## src/rtl/ps2_host_tx.sv

```systemverilog
// Host-to-device PS/2 transmitter: inhibit, request-to-send, shift one byte on
// device clocks, check the acknowledge, then wait for the bus to go idle.
module ps2_host_tx #(
    parameter int INHIBIT_CYCLES = 5000,
    parameter int TIMEOUT_CYCLES = 750000
) (
    input  logic       CLOCK_50,
    input  logic       Resetn,
    input  logic [7:0] tx_data,
    input  logic       tx_valid,
    output logic       tx_ready,
    output logic       busy,
    output logic       tx_done,
    output logic       tx_err,
    input  logic       ps2_clk_in,
    input  logic       ps2_dat_in,
    output logic       ps2_clk_oe,
    output logic       ps2_dat_oe
);

    localparam int TMAX = (INHIBIT_CYCLES > TIMEOUT_CYCLES) ? INHIBIT_CYCLES : TIMEOUT_CYCLES;
    localparam int TW   = $clog2(TMAX + 1);
    localparam logic [TW-1:0] INH_DAT = TW'(INHIBIT_CYCLES - 2);
    localparam logic [TW-1:0] INH_END = TW'(INHIBIT_CYCLES - 1);
    localparam logic [TW-1:0] TO_END  = TW'(TIMEOUT_CYCLES - 1);

    typedef enum logic [2:0] {IDLE, INHIBIT, RTS, DATA, ACK, WAIT_IDLE} state_t;

    state_t        state_reg, state_next;
    logic [TW-1:0] timer_reg, timer_next;
    logic [3:0]    bit_cnt_reg, bit_cnt_next;
    logic [7:0]    shift_reg, shift_next;
    logic          parity_reg, parity_next;
    logic          clk_oe_reg, clk_oe_next;
    logic          dat_oe_reg, dat_oe_next;
    logic          done_reg, done_next;
    logic          err_reg, err_next;

    logic clk_meta_reg, clk_sync_reg, clk_prev_reg;
    logic dat_meta_reg, dat_sync_reg;
    logic fall;
    logic accept;

    // Idle bus is high, so the synchronizers reset to 1 to avoid a false fall.
    always_ff @(posedge CLOCK_50 or negedge Resetn) begin
        if (!Resetn) begin
            clk_meta_reg <= 1'b1;
            clk_sync_reg <= 1'b1;
            clk_prev_reg <= 1'b1;
            dat_meta_reg <= 1'b1;
            dat_sync_reg <= 1'b1;
        end else begin
            clk_meta_reg <= ps2_clk_in;
            clk_sync_reg <= clk_meta_reg;
            clk_prev_reg <= clk_sync_reg;
            dat_meta_reg <= ps2_dat_in;
            dat_sync_reg <= dat_meta_reg;
        end
    end

    assign fall   = clk_prev_reg & ~clk_sync_reg;
    assign accept = tx_valid & (state_reg == IDLE);

    always_ff @(posedge CLOCK_50 or negedge Resetn) begin
        if (!Resetn) begin
            state_reg   <= IDLE;
            timer_reg   <= '0;
            bit_cnt_reg <= '0;
            shift_reg   <= '0;
            parity_reg  <= 1'b0;
            clk_oe_reg  <= 1'b0;
            dat_oe_reg  <= 1'b0;
            done_reg    <= 1'b0;
            err_reg     <= 1'b0;
        end else begin
            state_reg   <= state_next;
            timer_reg   <= timer_next;
            bit_cnt_reg <= bit_cnt_next;
            shift_reg   <= shift_next;
            parity_reg  <= parity_next;
            clk_oe_reg  <= clk_oe_next;
            dat_oe_reg  <= dat_oe_next;
            done_reg    <= done_next;
            err_reg     <= err_next;
        end
    end

    always_comb begin
        state_next   = state_reg;
        timer_next   = timer_reg + 1'b1;
        bit_cnt_next = bit_cnt_reg;
        shift_next   = shift_reg;
        parity_next  = parity_reg;
        clk_oe_next  = clk_oe_reg;
        dat_oe_next  = dat_oe_reg;
        done_next    = 1'b0;
        err_next     = 1'b0;

        // The state is held through the pulse cycle so tx_ready rises after it.
        if (done_reg || err_reg) begin
            state_next  = IDLE;
            clk_oe_next = 1'b0;
            dat_oe_next = 1'b0;
        end else begin
            case (state_reg)
                IDLE: begin
                    timer_next  = '0;
                    clk_oe_next = 1'b0;
                    dat_oe_next = 1'b0;
                    if (accept) begin
                        shift_next   = tx_data;
                        parity_next  = ~^tx_data;
                        bit_cnt_next = '0;
                        clk_oe_next  = 1'b1;
                        state_next   = INHIBIT;
                    end
                end
                INHIBIT: begin
                    if (timer_reg == INH_DAT) begin
                        dat_oe_next = 1'b1;
                    end
                    if (timer_reg == INH_END) begin
                        clk_oe_next = 1'b0;
                        timer_next  = '0;
                        state_next  = RTS;
                    end
                end
                default: begin
                    if (timer_reg == TO_END) begin
                        clk_oe_next = 1'b0;
                        dat_oe_next = 1'b0;
                        err_next    = 1'b1;
                    end else begin
                        case (state_reg)
                            RTS: begin
                                if (fall) begin
                                    bit_cnt_next = 4'd1;
                                    dat_oe_next  = ~shift_reg[0];
                                    shift_next   = {1'b0, shift_reg[7:1]};
                                    state_next   = DATA;
                                end
                            end
                            DATA: begin
                                if (fall) begin
                                    bit_cnt_next = bit_cnt_reg + 4'd1;
                                    if (bit_cnt_reg < 4'd8) begin
                                        dat_oe_next = ~shift_reg[0];
                                        shift_next  = {1'b0, shift_reg[7:1]};
                                    end else if (bit_cnt_reg == 4'd8) begin
                                        dat_oe_next = ~parity_reg;
                                    end else begin
                                        dat_oe_next = 1'b0;
                                        state_next  = ACK;
                                    end
                                end
                            end
                            ACK: begin
                                if (fall) begin
                                    bit_cnt_next = bit_cnt_reg + 4'd1;
                                    if (!dat_sync_reg) begin
                                        state_next = WAIT_IDLE;
                                    end else begin
                                        err_next = 1'b1;
                                    end
                                end
                            end
                            WAIT_IDLE: begin
                                if (clk_sync_reg && dat_sync_reg) begin
                                    done_next = 1'b1;
                                end
                            end
                            default: state_next = IDLE;
                        endcase
                    end
                end
            endcase
        end
    end

    assign tx_ready   = (state_reg == IDLE);
    assign busy       = (state_reg != IDLE);
    assign tx_done    = done_reg;
    assign tx_err     = err_reg;
    assign ps2_clk_oe = clk_oe_reg;
    assign ps2_dat_oe = dat_oe_reg;

endmodule

```

## config.mk

```make
export PLATFORM = sky130hd
export DESIGN_NAME = ps2_host_tx
export DESIGN_NICKNAME = d
export VERILOG_FILES = /design/src/rtl/ps2_host_tx.sv
export SDC_FILE = /design/constraint.sdc
export NUM_CORES = 1
export LEC_CHECK = 0
export CAP_MARGIN = 20
export CORE_MARGIN = 2
export CORE_UTILIZATION = 54
export CTS_BUF_LIST = sky130_fd_sc_hd__clkbuf_8
export DETAILED_ROUTE_END_ITERATION = 16
export MAX_ROUTING_LAYER = met4
export PLACE_DENSITY_LB_ADDON = 0.3
export SLEW_MARGIN = 20
export SYNTH_ARGS = -nofsm -noshare
export SYNTH_HDL_FRONTEND = slang
export SYNTH_SLANG_ARGS = --single-unit
export TNS_END_PERCENT = 50
```

## constraint.sdc

```tcl
create_clock -name CLOCK_50 -period 2.26 [get_ports CLOCK_50]
set_input_delay 0.678 -clock CLOCK_50 [delete_from_list [all_inputs] [get_ports CLOCK_50]]
set_output_delay 0.678 -clock CLOCK_50 [all_outputs]
set_load 0.02 [all_outputs]
```

==> insert_results.sql, run 1 <==
INSERT INTO impl_metrics (metric_group, metric, value, unit) VALUES
('drt', 'detail_route.wirelength', '5240', 'um'),
('critical_path', 'slowest_cp_cell', 'sky130_fd_sc_hd__or4b_4', ''),
('sta', 'timing.clock.skew', '14.4', 'ps'),
('yosys', 'synth_common_cells', '40 x sky130_fd_sc_hd__dfrtp_1, 37 x sky130_fd_sc_hd__nor2_1, 17 x sky130_fd_sc_hd__nand3_1, 16 x sky130_fd_sc_hd__nand2_1, 13 x sky130_fd_sc_hd__xnor2_1', ''),
('outcome', 'violations', 'negative setup slack', ''),
('floorplanning', 'start_util', '0.560', ''),
('cells_and_area', 'largest_register_ffs', '20', ''),
('worst_hold_path', 'hold_path_class', 'input pin to asynchronous set/reset pin', ''),
('sta', 'finalHoldViolations', '0', ''),
('sta', 'final_min_period_over_clock_period', '1.03', ''),
('yosys', 'netlist_instances', '252', ''),
('yosys', 'synth.most_common_cell', 'sky130_fd_sc_hd__dfrtp_1', ''),
('cells_and_area', 'num_antenna_cells', '0', ''),
('sta', 'timing.final.ws_setup', '-76.5', 'ps'),
('drt', 'final_antenna_net_count', '0', ''),
('cells_and_area', 'syn_to_final_growth', '26.5', '%'),
('critical_path', 'startpoint_type_of_the_worst_setup_path', 'flip-flop', ''),
('clocking', 'cts_tree', 'done', ''),
('critical_path', 'cp.required', '2460', 'ps'),
('floorplanning', 'io_pins', '19', ''),
('sta', 'final_max_slew_violation_count', '0', ''),
('cells_and_area', 'layout.nets', '320', ''),
('sta', 'max_freq', '428', 'MHz'),
('yosys', 'synthDistinctLibCells', '51', ''),
('critical_path', 'path_cells', 'or4_4 > or4b_4 > or3_4 > and2_4 > a32o_1', ''),
('clocking', 'cts.path.max_buffers', '2', ''),
('floorplanning', 'fp.coreArea', '4320', 'um^2'),
('power', 'leakagePower', '1.31', 'nW'),
('yosys', 'asyncSetResetFlopFracSynth', '1.00', ''),
('yosys', 'yosysTopAreaCellShare', '0.413', ''),
('grt', 'grt_first_pass_wirelength', '8820', 'um'),
('cells_and_area', 'share_of_final_layout_standard_cells_stronger_than_drive_strength_1', '0.217', ''),
('yosys', 'synthesis.yosys.warnings', '0', ''),
('critical_path', 'regToRegStartpoint', 'timer_reg[10]$_DFF_PN0_', ''),
('place', 'place_congestion', '0.902', ''),
('critical_path', 'path_class', 'flip-flop to flip-flop', ''),
('drt', 'dr_total_vias', '2061', ''),
('critical_path', 'timing.critical_path.arrival', '2540', 'ps'),
('place', 'place.port_buffers', '18', ''),
('critical_path', 'crit_path_end', 'bit_cnt_reg[2]$_DFFE_PN0P_', ''),
('sta', 'layout_min_cycle_time', '2340', 'ps'),
('sta', 'final.hold.worst_slack', '342', 'ps'),
('clocking', 'cts.hold.buffers_added', '0', ''),
('drt', 'detail_route.vias_per_cell', '5.79', ''),
('yosys', 'ys.flop_type', 'sky130_fd_sc_hd__dfrtp_1', ''),
('grt', 'grt_max_degree', '24', ''),
('outcome', 'outcome', 'finished with violations', ''),
('yosys', 'netlist_area', '2420', 'um^2'),
('yosys', 'postSynthAreaPerCell', '9.61', 'um^2'),
('grt', 'global_route.usage.total', '0.233', ''),
('yosys', 'synth_enable_flop_cells', '0', ''),
('power', 'totalPowerFinal', '2.74', 'mW'),
('grt', 'gr-total-overflow', '0', ''),
('critical_path', 'crit-reg2reg-capture', 'bit_cnt_reg[2]$_DFFE_PN0P_', ''),
('yosys', 'ys_top_cells_by_area', 'sky130_fd_sc_hd__dfrtp_1 41%, sky130_fd_sc_hd__nor2_1 5.7%, sky130_fd_sc_hd__dfstp_2 5.4%', ''),
('floorplanning', 'dieWidth', '71.0', 'um'),
('critical_path', 'reg2reg_depth', '5', ''),
('sta', 'slew_headroom', '0.629', ''),
('drt', 'drt-initial-drc-count', '172', ''),
('yosys', 'synth_top_cell_by_area', 'sky130_fd_sc_hd__dfrtp_1', ''),
('clocking', 'clk_transition_reported_paths', '90', 'ps'),
('floorplanning', 'rows', '24', ''),
('yosys', 'number_of_flip_flops_and_latches_in_the_synthesized_netlist', '45', ''),
('place', 'post-dp-hpwl', '3690', 'um'),
('sta', 'setup-violations-final', '29', ''),
('grt', 'first_global_vias', '1957', ''),
('sta', 'timing_worst_slew_pin_value', '556', 'ps'),
('critical_path', 'regToRegSetupSlack', '-80', 'ps'),
('sta', 'grt_setup_unrepaired', 'true', ''),
('critical_path', 'critical_path.max_stage_delay', '530', 'ps'),
('grt', 'grt_antenna_before_repair', '0', '');
==> what timing repair did <==
| item | 4_1_cts | 5_1_grt |
|---|---|---|
| setup buffers | 2 | 1 |
| hold endpoints to repair | 0 | 0 |
| pin swaps | 1 | 0 |
| gates resized for setup | 11 | 2 |
| endpoints found under the setup margin | 29 | 35 |
==> through the flow <==
step                      worst slack, ps   util  setup TNS, ps  instance area [um^2]  instances
after floorplan                     -65.9      -           -554                  2420        252
after global placement              -41.4  0.666           -312                  2880        345
after detailed placement            -62.3  0.666           -747                  2880        345
after CTS                           -64.4  0.705           -191                  3050        355
after global routing                 -119  0.709          -2240                  3070        356
final                               -76.5  0.709           -556                  3070        356
==> layout make-up <==
class / count / area (um^2) / area share
clock inverter: 3 / 42.5 / 0.0139
timing repair buffer: 52 / 457 / 0.149
sequential: 45 / 1130 / 0.369
clock buffer: 5 / 68.8 / 0.0224
inverter: 10 / 37.5 / 0.0122
multi-input combinational: 189 / 1260 / 0.412
tap: 52 / 65.1 / 0.0212
==> cells by family after synthesis <==
| logic type | count (synthesis) | synth area share |
|---|---|---|
| simple gates | 107 | 0.231 |
| fa+ha+maj | 4 | 0.0207 |
| xor+xnor | 25 | 0.0904 |
| mux | 4 | 0.0165 |
| buf+inv | 18 | 0.0320 |
| compound gates | 49 | 0.142 |
| flops | 45 | 0.467 |
==> placed cells by master, fill, tap and decap left out, drive strengths merged, types with 2 or more instances in the layout <==
cell type and n:
and4 2, nor3 3, xor2 12, or4b 2, and2 2, buf 35
and3 4, a32o 2, mux2i 4, or3 2, or3b 2, ha 4
nand2b 4, a2bb2oi 7, a211oi 4, dfstp 5, nor2b 3, clkdlybuf4s50 15
clkbuf 5, nand3 17, nor2 37, o21ai 7, dfrtp 40, a31oi 2
nand2 16, inv 11, o22ai 8, dlygate4sd2 2, o211ai 2, o21a 2
a21oi 9, nand4 5, xnor2 13, or2 2, or4 3
==> layer usage <==
metal	routed length (um)	vias to the layer above	global-route usage
li1	-	995	-
met1	2270	1000	0.290
met2	2630	51	0.364
met3	220	15	0.0556
met4	128	0	0.0985
met5	0	-	-
==> critical path: cells and delay by family, from the launching register on <==
| kind | cells | cell delay (ps) |
|---|---|---|
| AO/OA/AOI/OAI | 1 | 210 |
| flip-flops | 1 | 400 |
| AND/OR/NAND/NOR | 4 | 1620 |
==> worst min-delay path by stage <==
stage                                          end  slack (ps)                   start
after CTS                 shift_reg[5]$_DFFE_PN0P_         350                  Resetn
after detailed placement    clk_sync_reg$_DFF_PN1_         350  clk_meta_reg$_DFF_PN1_
final                     shift_reg[5]$_DFFE_PN0P_         340                  Resetn
after global routing        clk_sync_reg$_DFF_PN1_         360  clk_meta_reg$_DFF_PN1_
after floorplan             clk_sync_reg$_DFF_PN1_         350  clk_meta_reg$_DFF_PN1_
after global placement      dat_sync_reg$_DFF_PN1_         350  dat_meta_reg$_DFF_PN1_
==> report_power, final <==
part	total (mW)	internal, mW	switching (mW)
Clock	0.621	0.328	0.293
Sequential	1.05	0.946	0.102
Combinational	1.07	0.522	0.546
Total	2.74	1.80	0.941
Power figures use the tool's default switching activity.
==> inputs of run 2 (changes only) <==
--- a/config.mk
+++ b/config.mk
@@ -7,7 +7,7 @@
 export LEC_CHECK = 0
 export CAP_MARGIN = 20
 export CORE_MARGIN = 2
-export CORE_UTILIZATION = 54
+export CORE_UTILIZATION = 50
 export CTS_BUF_LIST = sky130_fd_sc_hd__clkbuf_8
 export DETAILED_ROUTE_END_ITERATION = 16
 export MAX_ROUTING_LAYER = met4
==> run 2 against run 1 <==
The run still ends with negative setup slack left. Non-clock buffer count is 2 lower. Core utilization down 6.4 points. First-iteration DRC count grew 80%. Global-route usage decreased by 0.50 points. Final area down 1.3%. Register-to-register slack hardly changed. Power fell by 0.34%. Sequential share of layout area grew 0.49 points. Fmax rose by 0.40%. Clock skew down 0.61 ps. Setup slack better by 9.4 ps. Die area up 7.5%.
==> insert_results.sql, run 2 (synthesis gave the netlist of run 1 again) <==
INSERT INTO impl_metrics (metric_group, metric, value, unit) VALUES
('outcome', 'outcome', 'finished with violations', ''),
('outcome', 'violations', 'negative setup slack', ''),
('grt', 'gr-total-overflow', '0', ''),
('clocking', 'clock_sinks', '45', ''),
('power', 'p_clk_frac', '0.225', ''),
('power', 'p_comb_frac', '0.392', ''),
('power', 'vdd.ir_drop.worst', '0.000418', 'V'),
('sta', 'max_freq', '430', 'MHz'),
('place', 'dpl_cell_area', '2880', 'um^2'),
('cells_and_area', 'layout_commonest_cell', 'sky130_fd_sc_hd__dfrtp_1', ''),
('power', 'cellInternalPower', '1.79', 'mW'),
('power', 'p_seq_frac', '0.383', ''),
('clocking', 'cts.hold.buffers_added', '0', ''),
('sta', 'grt_setup_unrepaired', 'true', ''),
('grt', 'grt_antenna_before_repair', '0', ''),
('drt', 'detail_route.wirelength', '5470', 'um'),
('cells_and_area', 'syn_to_final_growth', '24.9', '%'),
('drt', 'dr_total_vias', '2059', ''),
('critical_path', 'critical_path.max_stage_delay', '540', 'ps'),
('grt', 'global_route.usage.total', '0.228', ''),
('floorplanning', 'dieHeight', '73.6', 'um'),
('power', 'netSwitchingPower', '0.936', 'mW'),
('place', 'post-dp-hpwl', '3960', 'um'),
('sta', 'final_min_period_over_clock_period', '1.03', ''),
('critical_path', 'end_kind', 'flip-flop', ''),
('clocking', 'ctsHtreeMaxLevel', '2', ''),
('critical_path', 'path_cells', 'or4_4 > or4b_4 > or3_4 > and2_4 > a32o_1', ''),
('critical_path', 'crit-reg2reg-capture', 'bit_cnt_reg[3]$_DFFE_PN0P_', ''),
('run', 'max-cap-violations', '0', ''),
('drt', 'drt-pass1-iter-count', '4', ''),
('clocking', 'cts.path.max_buffers', '2', ''),
('drt', 'detail_route.vias_per_cell', '5.78', ''),
('worst_hold_path', 'hold_path_class', 'input pin to asynchronous set/reset pin', ''),
('critical_path', 'crit_path_end', 'bit_cnt_reg[3]$_DFFE_PN0P_', ''),
('critical_path', 'regToRegStartpoint', 'timer_reg[11]$_DFF_PN0_', ''),
('grt', 'first_global_vias', '2000', ''),
('critical_path', 'critical_path_buf_inv_count', '0', ''),
('drt', 'routed_length_per_instance', '15.4', 'um'),
('critical_path', 'cp.required', '2460', 'ps'),
('cells_and_area', 'nFillCells', '393', ''),
('sta', 'final_max_slew_violation_count', '0', ''),
('grt', 'grt_max_degree', '27', ''),
('cells_and_area', 'design_area', '3030', 'um^2'),
('sta', 'final.hold.worst_slack', '316', 'ps'),
('clocking', 'worst_skew_late_latency', '310', 'ps'),
('power', 'leakagePower', '1.28', 'nW'),
('cells_and_area', 'num_antenna_cells', '0', ''),
('floorplanning', 'fp.coreArea', '4690', 'um^2'),
('clocking', 'cts_inserted_buffers', '5', ''),
('clocking', 'clk_transition_reported_paths', '90', 'ps'),
('critical_path', 'worst-path-stages', '5', ''),
('sta', 'setup-violations-final', '9', ''),
('sta', 'timing.clock.skew', '13.8', 'ps'),
('sta', 'finalHoldViolations', '0', ''),
('floorplanning', 'rows', '25', ''),
('critical_path', 'path_class', 'flip-flop to flip-flop', ''),
('place', 'place_congestion', '0.892', ''),
('sta', 'timing_worst_slew_pin_value', '589', 'ps'),
('grt', 'grt_first_pass_wirelength', '9200', 'um'),
('power', 'pwr_density_cell', '902', 'nW/um^2'),
('critical_path', 'timing.critical_path.arrival', '2520', 'ps'),
('critical_path', 'startpoint_type_of_the_worst_setup_path', 'flip-flop', ''),
('critical_path', 'regToRegSetupSlack', '-70', 'ps'),
('sta', 'timing.final.ws_setup', '-67.1', 'ps'),
('cells_and_area', 'layout_common_cells', '40 x sky130_fd_sc_hd__dfrtp_1, 37 x sky130_fd_sc_hd__nor2_1, 30 x sky130_fd_sc_hd__buf_4', ''),
('power', 'power.share.switching', '0.343', ''),
('floorplanning', 'dieWidth', '73.6', 'um'),
('critical_path', 'reg2reg_depth', '5', ''),
('cells_and_area', 'share_of_final_layout_standard_cells_stronger_than_drive_strength_1', '0.205', ''),
('drt', 'drc', '0', ''),
('critical_path', 'path_delay_family', 'simple AND/OR/NAND/NOR gates', ''),
('cells_and_area', 'largest_register_ffs', '20', ''),
('critical_path', 'slowest_cp_cell', 'sky130_fd_sc_hd__or4_4', ''),
('clocking', 'root_buffer', 'sky130_fd_sc_hd__clkbuf_8', ''),
('drt', 'final_antenna_net_count', '0', ''),
('floorplanning', 'fp.dieArea', '5420', 'um^2'),
('drt', 'drt-initial-drc-count', '310', ''),
('sta', 'layout_min_cycle_time', '2330', 'ps'),
('critical_path', 'critPathLaunch', 'timer_reg[11]$_DFF_PN0_', ''),
('cells_and_area', 'layout.nets', '318', ''),
('sta', 'slew_headroom', '0.607', ''),
('clocking', 'cts_tree', 'done', ''),
('critical_path', 'critPathMaxFanout', '4', ''),
('place', 'place.port_buffers', '18', ''),
('floorplanning', 'io_pins', '19', ''),
('floorplanning', 'start_util', '0.516', '');
-- run 2: cell types whose count changed in the layout (fill, tap and decap cells not counted) --
cell	before	now
sky130_fd_sc_hd__nor4b_4	1	0
sky130_fd_sc_hd__a21oi_4	1	0
sky130_fd_sc_hd__a21oi_2	0	1
sky130_fd_sc_hd__or4b_4	2	1
sky130_fd_sc_hd__or4b_1	0	1
sky130_fd_sc_hd__nor4b_2	0	1
sky130_fd_sc_hd__buf_6	1	0
sky130_fd_sc_hd__or4_1	1	2
sky130_fd_sc_hd__or4_4	2	1
sky130_fd_sc_hd__buf_4	31	30
-- run 2: final cells by class --
type	count	area, um^2	area share
Clock buffer	5	68.8	0.0227
Clock inverter	3	42.5	0.0141
Inverter	10	37.5	0.0124
Multi-Input combinational cell	189	1240	0.409
Sequential cell	45	1130	0.374
Tap cell	54	67.6	0.0223
Timing Repair Buffer	50	438	0.145
-- run 2: metal layers --
layer | GRT usage | routed length (um)
met1 | 0.277 | 2290
met2 | 0.380 | 2860
met5 | - | 0
met3 | 0.0453 | 250
met4 | 0.0747 | 68
-- run 2: timing repair --
action / 4_1_cts / 5_1_grt
buffers inserted: 1 / 0
endpoints found under the hold margin: 0 / 0
pin swaps: 1 / 1
resized for setup: 7 / 1
endpoints found under the setup margin: 31 / 35
-- run 2: worst min path at each step --
stage | startpoint | endpoint | slack (ps) | cells after the start
2_1_floorplan | clk_meta_reg$_DFF_PN1_ | clk_sync_reg$_DFF_PN1_ | 350 | 0
5_1_grt | Resetn | timer_reg[1]$_DFF_PN0_ | 340 | 1
6_report | Resetn | timer_reg[1]$_DFF_PN0_ | 320 | 1
4_1_cts | Resetn | timer_reg[1]$_DFF_PN0_ | 320 | 1
3_3_place_gp | dat_meta_reg$_DFF_PN1_ | dat_sync_reg$_DFF_PN1_ | 350 | 0
3_5_place_dp | dat_meta_reg$_DFF_PN1_ | dat_sync_reg$_DFF_PN1_ | 350 | 0
-- run 2: worst register-to-register path, cell delays in order (launching register included) --
cell                      delay, ps
sky130_fd_sc_hd__dfrtp_1        390
sky130_fd_sc_hd__or4_4          540
sky130_fd_sc_hd__or4b_4         530
sky130_fd_sc_hd__or3_4          370
sky130_fd_sc_hd__and2_4         190
sky130_fd_sc_hd__a32o_1         210
-- run 2: power groups by stage --
stage	clock network [mW]	registers (mW)	logic, mW
floorplan	0	1.06	0.622
global placement	0	1.05	1.01
detailed placement	0	1.06	1.03
CTS	0.627	1.05	1.07
global route	0.659	1.06	1.17
finish	0.614	1.05	1.07
-- run 2: metrics by stage --
step,std cells,power [mW],utilization,setup TNS [ps],setup slack [ps]
after floorplan,252,1.68,-,-554,-65.9
after global placement,347,2.06,0.614,-174,-32.3
after detailed placement,347,2.09,0.614,-1880,-87.4
after CTS,356,2.74,0.644,-327,-72.2
after global routing,356,2.89,0.645,-3080,-130
final,356,2.73,0.645,-245,-67.1
